## src/rtl/id_ex_stage_pkg.sv

```systemverilog
// id_ex_stage_pkg: ALU opcodes, instruction encodings and the decoded control bundle
package id_ex_stage_pkg;
  typedef enum logic [3:0] {
    ALU_ADD = 4'b0000, ALU_SUB = 4'b0001, ALU_NOT = 4'b0010, ALU_SLL = 4'b0011,
    ALU_SRL = 4'b0100, ALU_AND = 4'b0101, ALU_OR  = 4'b0110, ALU_SLT = 4'b0111,
    ALU_ILL = 4'b1111
  } alu_op_e;
  localparam logic [5:0] OP_RTYPE = 6'b000000;
  localparam logic [5:0] OP_ADDI  = 6'b001000;
  localparam logic [5:0] OP_SLTI  = 6'b001010;
  localparam logic [5:0] OP_ANDI  = 6'b001100;
  localparam logic [5:0] OP_ORI   = 6'b001101;
  localparam logic [5:0] OP_LW    = 6'b100011;
  localparam logic [5:0] OP_SW    = 6'b101011;
  localparam logic [5:0] OP_BEQ   = 6'b000100;
  localparam logic [5:0] F_ADD = 6'b100000;
  localparam logic [5:0] F_SUB = 6'b100010;
  localparam logic [5:0] F_NOT = 6'b100111;
  localparam logic [5:0] F_SLL = 6'b000000;
  localparam logic [5:0] F_SRL = 6'b000010;
  localparam logic [5:0] F_AND = 6'b100100;
  localparam logic [5:0] F_OR  = 6'b100101;
  localparam logic [5:0] F_SLT = 6'b101010;
  typedef struct packed {
    alu_op_e alu;
    logic    use_imm;
    logic    sext;
    logic    shift_rt;
    logic    rt_src;
    logic    reg_write;
    logic    mem_read;
    logic    mem_write;
    logic    illegal;
  } dec_t;
endpackage

```

## src/rtl/id_ex_stage_decode.sv

```systemverilog
// id_ex_stage_decode: opcode/funct -> ALU op, immediate extension, destination and control bits
module id_ex_stage_decode
  import id_ex_stage_pkg::*;
#(
  parameter int DATA_WIDTH = 32,
  parameter int REG_AW = 5
) (
  input  logic [5:0]            opcode_i,
  input  logic [5:0]            funct_i,
  input  logic [15:0]           imm_i,
  input  logic [REG_AW-1:0]     rt_addr_i,
  input  logic [REG_AW-1:0]     rd_addr_i,
  output dec_t                  dec_o,
  output logic [DATA_WIDTH-1:0] imm_o,
  output logic [REG_AW-1:0]     dest_o
);
  dec_t d;
  always_comb begin
    d = '0;
    d.alu = ALU_ILL;
    if (opcode_i == OP_RTYPE) begin
      d.rt_src = 1'b1;
      d.reg_write = 1'b1;
      case (funct_i)
        F_ADD: d.alu = ALU_ADD;
        F_SUB: d.alu = ALU_SUB;
        F_NOT: d.alu = ALU_NOT;
        F_SLL: begin d.alu = ALU_SLL; d.shift_rt = 1'b1; end
        F_SRL: begin d.alu = ALU_SRL; d.shift_rt = 1'b1; end
        F_AND: d.alu = ALU_AND;
        F_OR:  d.alu = ALU_OR;
        F_SLT: d.alu = ALU_SLT;
        default: begin d.illegal = 1'b1; d.reg_write = 1'b0; end
      endcase
    end else begin
      d.use_imm = 1'b1;
      d.sext = 1'b1;
      d.reg_write = 1'b1;
      case (opcode_i)
        OP_ADDI: d.alu = ALU_ADD;
        OP_SLTI: d.alu = ALU_SLT;
        OP_ANDI: begin d.alu = ALU_AND; d.sext = 1'b0; end
        OP_ORI:  begin d.alu = ALU_OR; d.sext = 1'b0; end
        OP_LW:   begin d.alu = ALU_ADD; d.mem_read = 1'b1; end
        OP_SW:   begin d.alu = ALU_ADD; d.mem_write = 1'b1; d.reg_write = 1'b0; d.rt_src = 1'b1; end
        // beq compares rs against rt, so the immediate is not an ALU operand
        OP_BEQ:  begin d.alu = ALU_SUB; d.use_imm = 1'b0; d.reg_write = 1'b0; d.rt_src = 1'b1; end
        default: begin d.illegal = 1'b1; d.use_imm = 1'b0; d.reg_write = 1'b0; end
      endcase
    end
    if (dest_o == '0) d.reg_write = 1'b0;
  end
  assign dest_o = (opcode_i == OP_RTYPE) ? rd_addr_i : rt_addr_i;
  assign imm_o = d.sext ? {{(DATA_WIDTH-16){imm_i[15]}}, imm_i} : {{(DATA_WIDTH-16){1'b0}}, imm_i};
  assign dec_o = d;
endmodule

```

## src/rtl/id_ex_stage.sv

```systemverilog
// id_ex_stage: ID->EX pipeline register with operand forwarding, load-use detection and bubbles
module id_ex_stage
  import id_ex_stage_pkg::*;
#(
  parameter int DATA_WIDTH = 32,
  parameter int REG_AW = 5,
  parameter int FORWARD_EN = 1
) (
  input  logic                  clk,
  input  logic                  rst,
  input  logic                  inValid,
  output logic                  inReady,
  input  logic [5:0]            opcode,
  input  logic [5:0]            funct,
  input  logic [4:0]            shamt,
  input  logic [15:0]           immediate,
  input  logic [REG_AW-1:0]     rsAddr,
  input  logic [REG_AW-1:0]     rtAddr,
  input  logic [REG_AW-1:0]     rdAddr,
  input  logic [DATA_WIDTH-1:0] rsData,
  input  logic [DATA_WIDTH-1:0] rtData,
  input  logic                  stall,
  input  logic                  flush,
  input  logic                  exMemRegWrite,
  input  logic                  memWbRegWrite,
  input  logic [REG_AW-1:0]     exMemRd,
  input  logic [REG_AW-1:0]     memWbRd,
  input  logic [DATA_WIDTH-1:0] exMemResult,
  input  logic [DATA_WIDTH-1:0] memWbResult,
  output logic                  outValid,
  output logic [DATA_WIDTH-1:0] inputOne,
  output logic [DATA_WIDTH-1:0] inputTwo,
  output logic [3:0]            ALUControl,
  output logic [4:0]            shiftAmount,
  output logic [REG_AW-1:0]     destReg,
  output logic                  regWrite,
  output logic                  memRead,
  output logic                  memWrite,
  output logic [DATA_WIDTH-1:0] storeData,
  output logic                  illegalOp
);
  dec_t                  dec;
  logic [DATA_WIDTH-1:0] imm_ext, rs_fwd, rt_fwd;
  logic [REG_AW-1:0]     dest_d;
  logic                  load_use;
  logic                  valid_q, rw_q, mr_q, mw_q, ill_q;
  logic [DATA_WIDTH-1:0] one_q, two_q, store_q;
  logic [3:0]            alu_q;
  logic [4:0]            shamt_q;
  logic [REG_AW-1:0]     dest_q;
  id_ex_stage_decode #(.DATA_WIDTH(DATA_WIDTH), .REG_AW(REG_AW)) u_dec (
    .opcode_i  (opcode),
    .funct_i   (funct),
    .imm_i     (immediate),
    .rt_addr_i (rtAddr),
    .rd_addr_i (rdAddr),
    .dec_o     (dec),
    .imm_o     (imm_ext),
    .dest_o    (dest_d)
  );
  // register 0 reads as zero and is never a forwarding target
  assign rs_fwd = (rsAddr == '0) ? '0 :
                  (FORWARD_EN != 0 && exMemRegWrite && exMemRd == rsAddr) ? exMemResult :
                  (FORWARD_EN != 0 && memWbRegWrite && memWbRd == rsAddr) ? memWbResult : rsData;
  assign rt_fwd = (rtAddr == '0) ? '0 :
                  (FORWARD_EN != 0 && exMemRegWrite && exMemRd == rtAddr) ? exMemResult :
                  (FORWARD_EN != 0 && memWbRegWrite && memWbRd == rtAddr) ? memWbResult : rtData;
  assign load_use = valid_q && mr_q && dest_q != '0 && inValid &&
                    (dest_q == rsAddr || (dest_q == rtAddr && dec.rt_src));
  assign inReady = !stall && !load_use;
  always_ff @(posedge clk) begin
    if (rst) begin
      valid_q <= 1'b0;
      one_q   <= '0;
      two_q   <= '0;
      alu_q   <= ALU_ADD;
      shamt_q <= '0;
      dest_q  <= '0;
      rw_q    <= 1'b0;
      mr_q    <= 1'b0;
      mw_q    <= 1'b0;
      store_q <= '0;
      ill_q   <= 1'b0;
    end else if (flush || (!stall && (load_use || !inValid))) begin
      valid_q <= 1'b0;
      rw_q    <= 1'b0;
      mr_q    <= 1'b0;
      mw_q    <= 1'b0;
      ill_q   <= 1'b0;
    end else if (!stall) begin
      valid_q <= 1'b1;
      one_q   <= dec.shift_rt ? rt_fwd : rs_fwd;
      two_q   <= dec.use_imm ? imm_ext : rt_fwd;
      alu_q   <= dec.alu;
      shamt_q <= (opcode == OP_RTYPE) ? shamt : '0;
      dest_q  <= dest_d;
      rw_q    <= dec.reg_write;
      mr_q    <= dec.mem_read;
      mw_q    <= dec.mem_write;
      store_q <= rt_fwd;
      ill_q   <= dec.illegal;
    end
  end
  assign outValid    = valid_q;
  assign inputOne    = one_q;
  assign inputTwo    = two_q;
  assign ALUControl  = alu_q;
  assign shiftAmount = shamt_q;
  assign destReg     = dest_q;
  assign regWrite    = rw_q;
  assign memRead     = mr_q;
  assign memWrite    = mw_q;
  assign storeData   = store_q;
  assign illegalOp   = ill_q;
endmodule

```

## config.mk

```make
export PLATFORM = sky130hd
export DESIGN_NAME = id_ex_stage
export DESIGN_NICKNAME = d
export VERILOG_FILES = /design/src/rtl/id_ex_stage_pkg.sv /design/src/rtl/id_ex_stage_decode.sv /design/src/rtl/id_ex_stage.sv
export SDC_FILE = /design/constraint.sdc
export NUM_CORES = 1
export LEC_CHECK = 0
export ABC_AREA = 0
export ABC_CLOCK_PERIOD_IN_PS = 4500
export BUFFER_PORTS_ARGS = -buffer_cell sky130_fd_sc_hd__clkbuf_2
export CAP_MARGIN = 20
export CELL_PAD_IN_SITES_DETAIL_PLACEMENT = 0
export CELL_PAD_IN_SITES_GLOBAL_PLACEMENT = 2
export CORE_ASPECT_RATIO = 1.25
export CORE_MARGIN = 10
export CORE_UTILIZATION = 28
export DETAILED_ROUTE_END_ITERATION = 10
export PLACE_DENSITY_LB_ADDON = 0.05
export SETUP_SLACK_MARGIN = 0.1
export SYNTH_ARGS = -nofsm -noshare
export SYNTH_HDL_FRONTEND = slang
export SYNTH_SLANG_ARGS = --single-unit
```

## constraint.sdc

```tcl
create_clock -name clk -period 4.5 [get_ports clk]
set_input_delay 0.225 -clock clk [delete_from_list [all_inputs] [get_ports clk]]
set_output_delay 0.225 -clock clk [all_outputs]
set_load 0.01 [all_outputs]
```

# After elaboration in Yosys (flattened, before gate mapping)
# Index checks and enable logic that the tools add are counted.
# word_totals
regBits	115
output_inout_bits	116
inputBits	193
# op_classes
eq_ne	20
bitwise	2
mux	30
reduce_logical	33
# op_table
operator	n
two-way mux 32 bit	9
== test 6 bit (second input constant)	8
case mux 4 bit (8 select lines)	1
== test 5 bit	6
== test 6 x 4 -> 1 bit (second input constant)	4
case mux 4 bit (5 select lines)	1
zero test 5 bit	3
two-way mux 1 bit	13
zero test 6 bit	2
logical AND 1 bit	11
two-way mux 5 bit	2
OR reduction 2 bit	4
OR reduction 8 bit	1
OR reduction 7 bit	1
== test 6 x 2 -> 1 bit (second input constant)	1
== test 6 x 3 -> 1 bit (second input constant)	1
two-way mux 2 bit	3
OR reduction 6 bit	1
nonzero test 5 bit	1
OR reduction 5 bit	1
two-way mux 4 bit	1
zero test 1 bit	3
logical OR 1 bit	3
OR reduction 3 bit	1
2 further kinds	3

# Longest topological paths before layout
# Gate-level depths: netlist of run 1.
# logic_depth
ltp_word	12
mapped_depth	10

# Hierarchy
# From an unflattened synthesis of run 1, not the netlist that was laid out.
# hier_totals
cells_unflattened	929
hier_area_um2	7240.7
# modules_own_cells
mod	cells_per_inst	n_inst	seq_area_each_um2	area_each_um2
id_ex_stage	811	1	2302.2	6406.1
id_ex_stage_decode	118	1	0.0	834.6

# Worst setup path before layout of run 1
# Ideal clock, no wire load.
# synth_timing
kind	register to register
from	register dest_q[0], in the netlist destReg[0]
to	register dest_q[1], in the netlist destReg[1]
t_arrival_ps	1972
synth_period_minus_slack_ps	2109
path_slack_ps	2391
setup_ps	137
path_stages_with_launch	10
required_time_ps	4363
path_buffers	3
path_cell_list	dfxtp_1 > or4_1 > o2111ai_1 > or4_1 > and3_1 > buf_6 > buf_6 > buf_6 > nor2_1 > a211oi_2
# synth_via
elab_chain_cells	9
word_cells_on_any_way	13
# synth_lines
item	line_no	source
start: declaration	id_ex_stage.sv:50	logic [REG_AW-1:0] dest_q;
start signal: assignment	id_ex_stage.sv:96	dest_q <= dest_d;
== test 5 bit or nonzero test 5 bit (tied branches)	id_ex_stage.sv:69, id_ex_stage.sv:68	
logical AND 1 bit (on tied branches)	id_ex_stage.sv:69, id_ex_stage.sv:68	
logical OR 1 bit or logical AND 1 bit (tied branches)	id_ex_stage.sv:69, id_ex_stage.sv:68	
logical AND 1 bit *	id_ex_stage.sv:68	assign load_use = valid_q && mr_q && dest_q != '0 && inValid &&
logical OR 1 bit *	id_ex_stage.sv:84	end else if (flush || (!stall && (load_use || !inValid))) begin
logical AND 1 bit *	id_ex_stage.sv:84	
logical OR 1 bit *	id_ex_stage.sv:84	
NOT 1 bit (no line) *	--	
AND reduction 2 bit (no line) *	--	
# Mark *: on every way between the ends. The rest lies on a longest branch, timed or not.
# A chain may end at the register's enable or synchronous reset.

# Final worst setup path of run 1
# layout_timing
from	register dest_q[1], in the netlist destReg[1]
to	register store_q[22], in the netlist storeData[22]
# layout_via
elab_chain_cells	9
word_cells_on_any_way	13
# layout_lines
item	line_no	source
== test 5 bit or nonzero test 5 bit (tied branches)	id_ex_stage.sv:69, id_ex_stage.sv:68	
logical AND 1 bit (on tied branches)	id_ex_stage.sv:69, id_ex_stage.sv:68	
logical OR 1 bit or logical AND 1 bit (tied branches)	id_ex_stage.sv:69, id_ex_stage.sv:68	
logical AND 1 bit *	id_ex_stage.sv:68	
logical OR 1 bit *	id_ex_stage.sv:84	
logical AND 1 bit *	id_ex_stage.sv:84	
logical OR 1 bit *	id_ex_stage.sv:84	
NOT 1 bit (no line) *	--	
AND reduction 2 bit (no line) *	--	
end signal: assignment	id_ex_stage.sv:100	store_q <= rt_fwd;
end: declaration	id_ex_stage.sv:47	logic [DATA_WIDTH-1:0] one_q, two_q, store_q;
# Marked as above.

==> key figures, run 1 <==
Pwr
  • P_sw: ~860 uW
  • Comb pwr share: between 15 and 20%
  • Final Power: about 3.1 mW
  • Clock power share: a little under half
  • Cell area power density: 335.3 nW/um^2
  • Leakage: between 3 and 4 nW
  • Sw Ratio: 27.31%
  • Pint: about 2.3 mW
  • Worst vdd ir: between 0.2 and 0.3 mV
  • Seq pwr share: between 30% and 40%

Logic synthesis
  • Largest family of logic cells by synthesized area: compound AO/OA/AOI/OAI gates
  • Leading register cell type out of synthesis: dfxtp_1
  • Mux cell area share after synthesis: 1.153%
  • Area share of the largest cell type after synthesis: 32.64%
  • Synth area leaders: dfxtp_1 33%, nand2_1 6.3%, nor2_1 5.7%
  • Seq cells post-synth: between 100 and 150
  • Ys Warns: 0
  • Syn avg cell area: approximately 7.7 um^2
  • Cell Area, Synth: between 7000 and 8000 um^2
  • Synth Area in Simple Gates: 21.64%
  • Register area share after synthesis: 32.64%
  • Synth Area in Adders: 0%
  • Post-synth EDFFs: 0
  • Post-synth top area cell: dfxtp_1
  • Synthesized instance count: ~910
  • Synth Area in XOR/XNOR: under 10%
  • Post-synthesis async set-or-reset flop share: 0%
  • Synth Area in Compound Gates: about a third
  • Distinct cell type count after synthesis: 54
  • Synthesized Nets: roughly 1100

Place
  • Placer Congestion: around 0.85
  • I/O Buffers: a little over 300
  • Dpl hpwl: 25530 um
  • Placed Area: about 8700 um^2
  • DP Cell Count: 1467
  • Setup Slack @ Placement: roughly 1400 ps

Worst setup path
  • Reg2reg end: storeData[22]
  • CP Launch Point: destReg[1]
  • Req. time, crit path: between 4000 and 5000 ps
  • Flop-to-flop setup slack: between 1000 and 1500 ps
  • CP Launch Type: flop
  • Worst R2R Start: destReg[1]
  • Worst Setup Path Type: flop to flop
  • Crit path to: storeData[22]
  • Crit Path Max Fanout: 40
  • WP data arrival: 3380 ps
  • Worst Reg-to-Reg Cells: 7
  • CP Capture Type: flop

Floorplanning
  • Rows: between 60 and 70
  • Die ar.: around 32000 um^2
  • Die Wd: between 150 and 200 um
  • Initial core utilization: approximately 29%
  • IO Count: 309
  • Core area: ~25000 um^2
  • Die height: between 150 and 200 um

Clocking
  • Clock transition at path regs: ~50 ps
  • TritonCTS clock tree: built
  • # H-tree levels: 4
  • # clock sinks: between 100 and 150
  • CTS Hold Buffers Added: 0
  • Post-CTS setup buffers: 0
  • Post-CTS resize count: 0
  • Clk buf depth: 2
  • Clk_lat worst skew: between 400 and 500 ps
  • CTS Buf Count: 17
  • CTS root buffer: clkbuf_16

Timing
  • RSZ-0062 raised after global routing: no
  • WHS: 38.20 ps
  • Max Clk Rate: about 0.33 GHz
  • Fin crit share: 67.34%
  • Clock skew: about 8.6 ps
  • Setup tns final: 0 ps
  • Worst setup margin: 1470 ps
  • Final Slew Violations: 0
  • Endpoints failing setup: 0
  • Max-slew headroom: 31.90%
  • Final Hold Vio Count: 0
  • Least-Margin Pin Slew: about 1000 ps
  • Min Tclk post-route: between 3000 and 4000 ps

Global routing
  • Largest net degree at the start of global routing: 74
  • First-pass GRT wire length: about 53000 um
  • Grt ovf: 0
  • Vias in the first global route: 8330
  • Initial antenna violation count: 4
  • GRT Util Overall: between 20% and 30%

Layout
  • Design Area, Final: between 9000 and 10000 um^2
  • Final non-filler cell total: 1499
  • Final net count: roughly 1400
  • Layout cells sized above 1: 33.45%
  • Total of fill cells in the finished design: 2688
  • Most frequent cells in the layout: 307 x clkbuf_2, 117 x nand2_1, 115 x dfxtp_1, 106 x nor2_1, 53 x a21oi_1
  • Synth-to-Final Area Change: 33.04%
  • Diode count: 0
  • Commonest non-fill, non-tap cell in the layout: clkbuf_2
  • Fin util: 38.05%

Detailed routing
  • Vias: 7946
  • Final WL: between 30000 and 40000 um
  • Initial drt markers: 523
  • DR vias/cell: about 5.3
  • Final ANT Viol Nets: 0
  • DRC: 0
  • Pre-antenna DRT Iters: 5
  • Avg WL per Cell: approximately 23 um

Flow run
  • Max Cap Viol: 0

Worst hold path
  • Tightest Hold Check Type: input port to flop

Status
  • Status: completed
-- kinds of logic (layout without fill, tap and decap cells) --
kind of cell    count (synthesis)  count (layout)
mux                             8               8
xor+xnor                       32              32
buf+inv                       120             378
compound gates                300             300
simple gates                  336             336
flops                         115             115
-- synthesized netlist by cell type, types with 9 or more instances --
library cell / count
a211oi_1: 24
buf_2: 15
nand3_1: 26
xnor2_1: 24
o211ai_1: 48
o2111ai_1: 17
nor2_1: 107
a311o_1: 32
clkbuf_1: 63
nand4b_1: 17
nor3_1: 36
o21bai_1: 9
buf_6: 11
a21oi_1: 54
inv_1: 21
a311oi_2: 16
dfxtp_1: 115
a221oi_1: 17
a31oi_1: 27
nand2_1: 118
o21ai_0: 37
-- registers in the layout, indices dropped and copies added (netlist names) --
signal	count
outValid	1
regWrite	1
ALUControl	4
memRead	1
shiftAmount	5
illegalOp	1
destReg	5
memWrite	1
inputOne	32
inputTwo	32
storeData	32
-- metal layers --
layer	wire length [um]	global-route usage, %
met5	27	0
met4	643	6.041
met3	2656	6.714
met2	17250	36.40
met1	14580	25.24
-- power by group through the flow --
stage / registers, mW / clock network [mW] / logic, mW
finish: 1.09 / 1.50 / 0.550
global route: 1.10 / 1.58 / 0.603
CTS: 1.09 / 1.54 / 0.555
detailed placement: 1.12 / 0 / 0.552
global placement: 1.12 / 0 / 0.552
floorplan: 1.13 / 0 / 0.279
-- cell type report --
cell class,count,area [um^2],share of cell area (%)
repair buffers,326,1719,18.32
inverters,21,78.83,0.8399
flip-flops and latches,115,2302,24.53
multi-input cells,676,4232,45.09
clock inverters,10,180.2,1.920
clock buffers,21,460.4,4.906
well taps,330,412.9,4.399
-- critical path, stage by stage, from the launching register on --
cell and delay (ps):
dfxtp_1 390, or4_1 560, o2111ai_1 250, or4_1 260, and3_4 530, buf_4 520, o2111ai_1 230, a21oi_1 180
-- worst min-delay path by stage --
| stage | depth (start not counted) | slack (ps) | from | endpoint |
|---|---|---|---|---|
| floorplan | 2 | 380 | shamt[0] | shiftAmount[0] |
| global placement | 2 | 440 | storeData[28] | storeData[28] |
| detailed placement | 2 | 450 | storeData[28] | storeData[28] |
| CTS | 3 | 20 | shamt[3] | shiftAmount[3] |
| global route | 3 | 40 | shamt[1] | shiftAmount[1] |
| finish | 3 | 40 | shamt[4] | shiftAmount[4] |
No activity file was read; power rests on OpenSTA's default activity.
==> run 2, diff against run 1 <==
--- a/config.mk
+++ b/config.mk
@@ -6,14 +6,14 @@
 export NUM_CORES = 1
 export LEC_CHECK = 0
 export ABC_AREA = 0
-export ABC_CLOCK_PERIOD_IN_PS = 4500
+export ABC_CLOCK_PERIOD_IN_PS = 2740
 export BUFFER_PORTS_ARGS = -buffer_cell sky130_fd_sc_hd__clkbuf_2
 export CAP_MARGIN = 20
 export CELL_PAD_IN_SITES_DETAIL_PLACEMENT = 0
 export CELL_PAD_IN_SITES_GLOBAL_PLACEMENT = 2
 export CORE_ASPECT_RATIO = 1.25
 export CORE_MARGIN = 10
-export CORE_UTILIZATION = 28
+export CORE_UTILIZATION = 23
 export DETAILED_ROUTE_END_ITERATION = 10
 export PLACE_DENSITY_LB_ADDON = 0.05
 export SETUP_SLACK_MARGIN = 0.1
==> constraint.sdc (replaced) <==
create_clock -name clk -period 2.74 [get_ports clk]
set_input_delay 0.137 -clock clk [delete_from_list [all_inputs] [get_ports clk]]
set_output_delay 0.137 -clock clk [all_outputs]
set_load 0.01 [all_outputs]
==> run 2 against run 1 <==
  * Sequential power is 64% higher
  * Critical path depth stayed put
  * Flip-flop and latch count unchanged
  * Wire length rose by 5.4%
  * Highest routed layer unchanged
  * Clock-buffer cell count is 2 lower
==> key figures, run 2 (synthesis gave the netlist of run 1 again) <==
Status
  • Status: completed

Timing
  • Endpoints failing setup: 0
  • Clock skew: approximately 9.2 ps
  • Final Slew Violations: 0
  • Setup tns final: 0 ps
  • Max-slew headroom: between 40% and 50%
  • Min Tclk post-route: between 2000 and 3000 ps
  • Fin crit share: between 90% and 100%
  • Worst setup margin: approximately 240 ps
  • Least-Margin Pin Slew: slightly below 900 ps
  • RSZ-0062 raised after global routing: no
  • Final Hold Vio Count: 0
  • WHS: about 53 ps
  • Max Clk Rate: between 0.3 and 0.4 GHz

Pwr
  • Worst vdd ir: 0.3093 mV
  • Comb pwr share: 17.8%
  • Sw Ratio: around 28%
  • Clock power share: a little under 50%
  • Cell area power density: roughly 540 nW/um^2
  • P_sw: around 1.5 mW
  • Leakage: just under 4 nW
  • Pint: between 3 and 4 mW
  • Seq pwr share: between 30% and 40%

Layout
  • Final net count: between 1000 and 1500
  • Fin util: 32.41%
  • Synth-to-Final Area Change: 38.75%
  • Multi-input gate area: ~4200 um^2
  • Layout cells sized above 1: 34.81%
  • Commonest non-fill, non-tap cell in the layout: clkbuf_2
  • Total of fill cells in the finished design: between 3000 and 4000
  • Most frequent cells in the layout: 307 x clkbuf_2, 117 x nand2_1, 115 x dfxtp_1, 106 x nor2_1, 53 x a21oi_1
  • Reg area: about 2300 um^2

Floorplanning
  • Die Wd: between 150 and 200 um
  • Initial core utilization: 23.36%
  • Die height: 215.8 um
  • Core area: about 30000 um^2
  • Die ar.: roughly 38000 um^2
  • IO Count: between 300 and 400
  • Rows: 71

Detailed routing
  • Pre-antenna DRT Iters: 5
  • Vias: roughly 8200
  • Initial drt markers: around 450
  • Avg WL per Cell: ~23 um
  • Final WL: approximately 37000 um
  • DRC: 0
  • Final ANT Viol Nets: 0
  • DR vias/cell: 5.110

Worst setup path
  • Req. time, crit path: 3020 ps
  • Crit Path Max Fanout: 31
  • WP data arrival: roughly 2800 ps
  • Crit path to: inputTwo[7]
  • Worst Reg-to-Reg Cells: 7
  • Flop-to-flop setup slack: 240 ps
  • CP Launch Type: flop
  • Reg2reg end: inputTwo[7]
  • CP Launch Point: destReg[0]
  • Worst R2R Start: destReg[0]
  • Worst Setup Path Type: flop to flop
  • CP Capture Type: flop

Clocking
  • # clock sinks: ~120
  • CTS root buffer: clkbuf_16
  • TritonCTS clock tree: built
  • CTS Buf Count: 17
  • # H-tree levels: 4
  • Clock transition at path regs: 60 ps
  • Clk_lat worst skew: approximately 430 ps
  • Clk buf depth: 2

Place
  • Placer Congestion: around 0.81
  • Dpl hpwl: about 27000 um
  • Setup Slack @ Placement: about 190 ps
  • I/O Buffers: 308

Global routing
  • Initial antenna violation count: 9
  • GRT Util Overall: 18.90%
  • First-pass GRT wire length: between 50000 and 60000 um
  • Vias in the first global route: between 8000 and 9000
  • Grt ovf: 0
  • Largest net degree at the start of global routing: 77

Flow run
  • Max Cap Viol: 0

Worst hold path
  • Tightest Hold Check Type: input port to flop
-- run 2: how the worst min path moves through the flow --
| stage | startpoint | endpoint | slack [ps] | depth (start not counted) |
|---|---|---|---|---|
| final | stall | outValid | 50 | 2 |
| after global routing | immediate[9] | inputTwo[9] | 70 | 3 |
| after CTS | stall | outValid | 30 | 2 |
| after detailed placement | shamt[4] | shiftAmount[4] | 390 | 3 |
| after global placement | shamt[4] | shiftAmount[4] | 380 | 3 |
| after floorplan | shamt[0] | shiftAmount[0] | 290 | 2 |
-- run 2: what timing repair did --
| action | in CTS | in global routing |
|---|---|---|
| resized for setup | 0 | 1 |
| hold buffers | 5 | 0 |
| setup endpoints to repair | 0 | 9 |
| hold endpoints to repair | 5 | 0 |
| buffers inserted | 0 | 2 |
-- run 2: worst max-delay path, stage by stage, from the launching register on --
cell and delay (ps):
dfxtp_1 380, or4_1 570, o2111ai_1 260, or4_1 270, nand3_4 240, buf_12 260, a221oi_1 280, nor3_1 90
-- run 2: through the flow --
| step | cell area, um^2 | power [mW] | cells |
|---|---|---|---|
| floorplan | 7054 | 2.315 | 911 |
| global placement | 9051 | 2.782 | 1560 |
| detailed placement | 9051 | 2.776 | 1560 |
| CTS | 9759 | 5.367 | 1597 |
| global route | 9786 | 5.507 | 1602 |
| finish | 9788 | 5.276 | 1603 |
-- run 2: area by class of cell --
type | count | share of cell area (%)
flip-flops and latches | 115 | 23.52
multi-input cells | 676 | 43.23
clock inverters | 13 | 2.096
clock buffers | 19 | 4.627
diodes | 4 | 0.1023
inverters | 21 | 0.8053
well taps | 401 | 5.126
repair buffers | 354 | 20.49
-- run 2: power by group through the flow --
stage          combinational [mW]  sequential (mW)  clock, mW
2_1_floorplan               0.458             1.86          0
3_3_place_gp                0.950             1.83          0
3_5_place_dp                0.944             1.83          0
4_1_cts                     0.953             1.80       2.62
5_1_grt                      1.03             1.80       2.67
6_report                    0.940             1.79       2.54
-- run 2: layer usage --
| layer | share of wire (%) | global-route usage (%) |
|---|---|---|
| met2 | 49 | 32.31 |
| met5 | 0.18 | 0 |
| met1 | 41 | 21.79 |
| met4 | 2.1 | 6.455 |
| met3 | 7.0 | 5.764 |
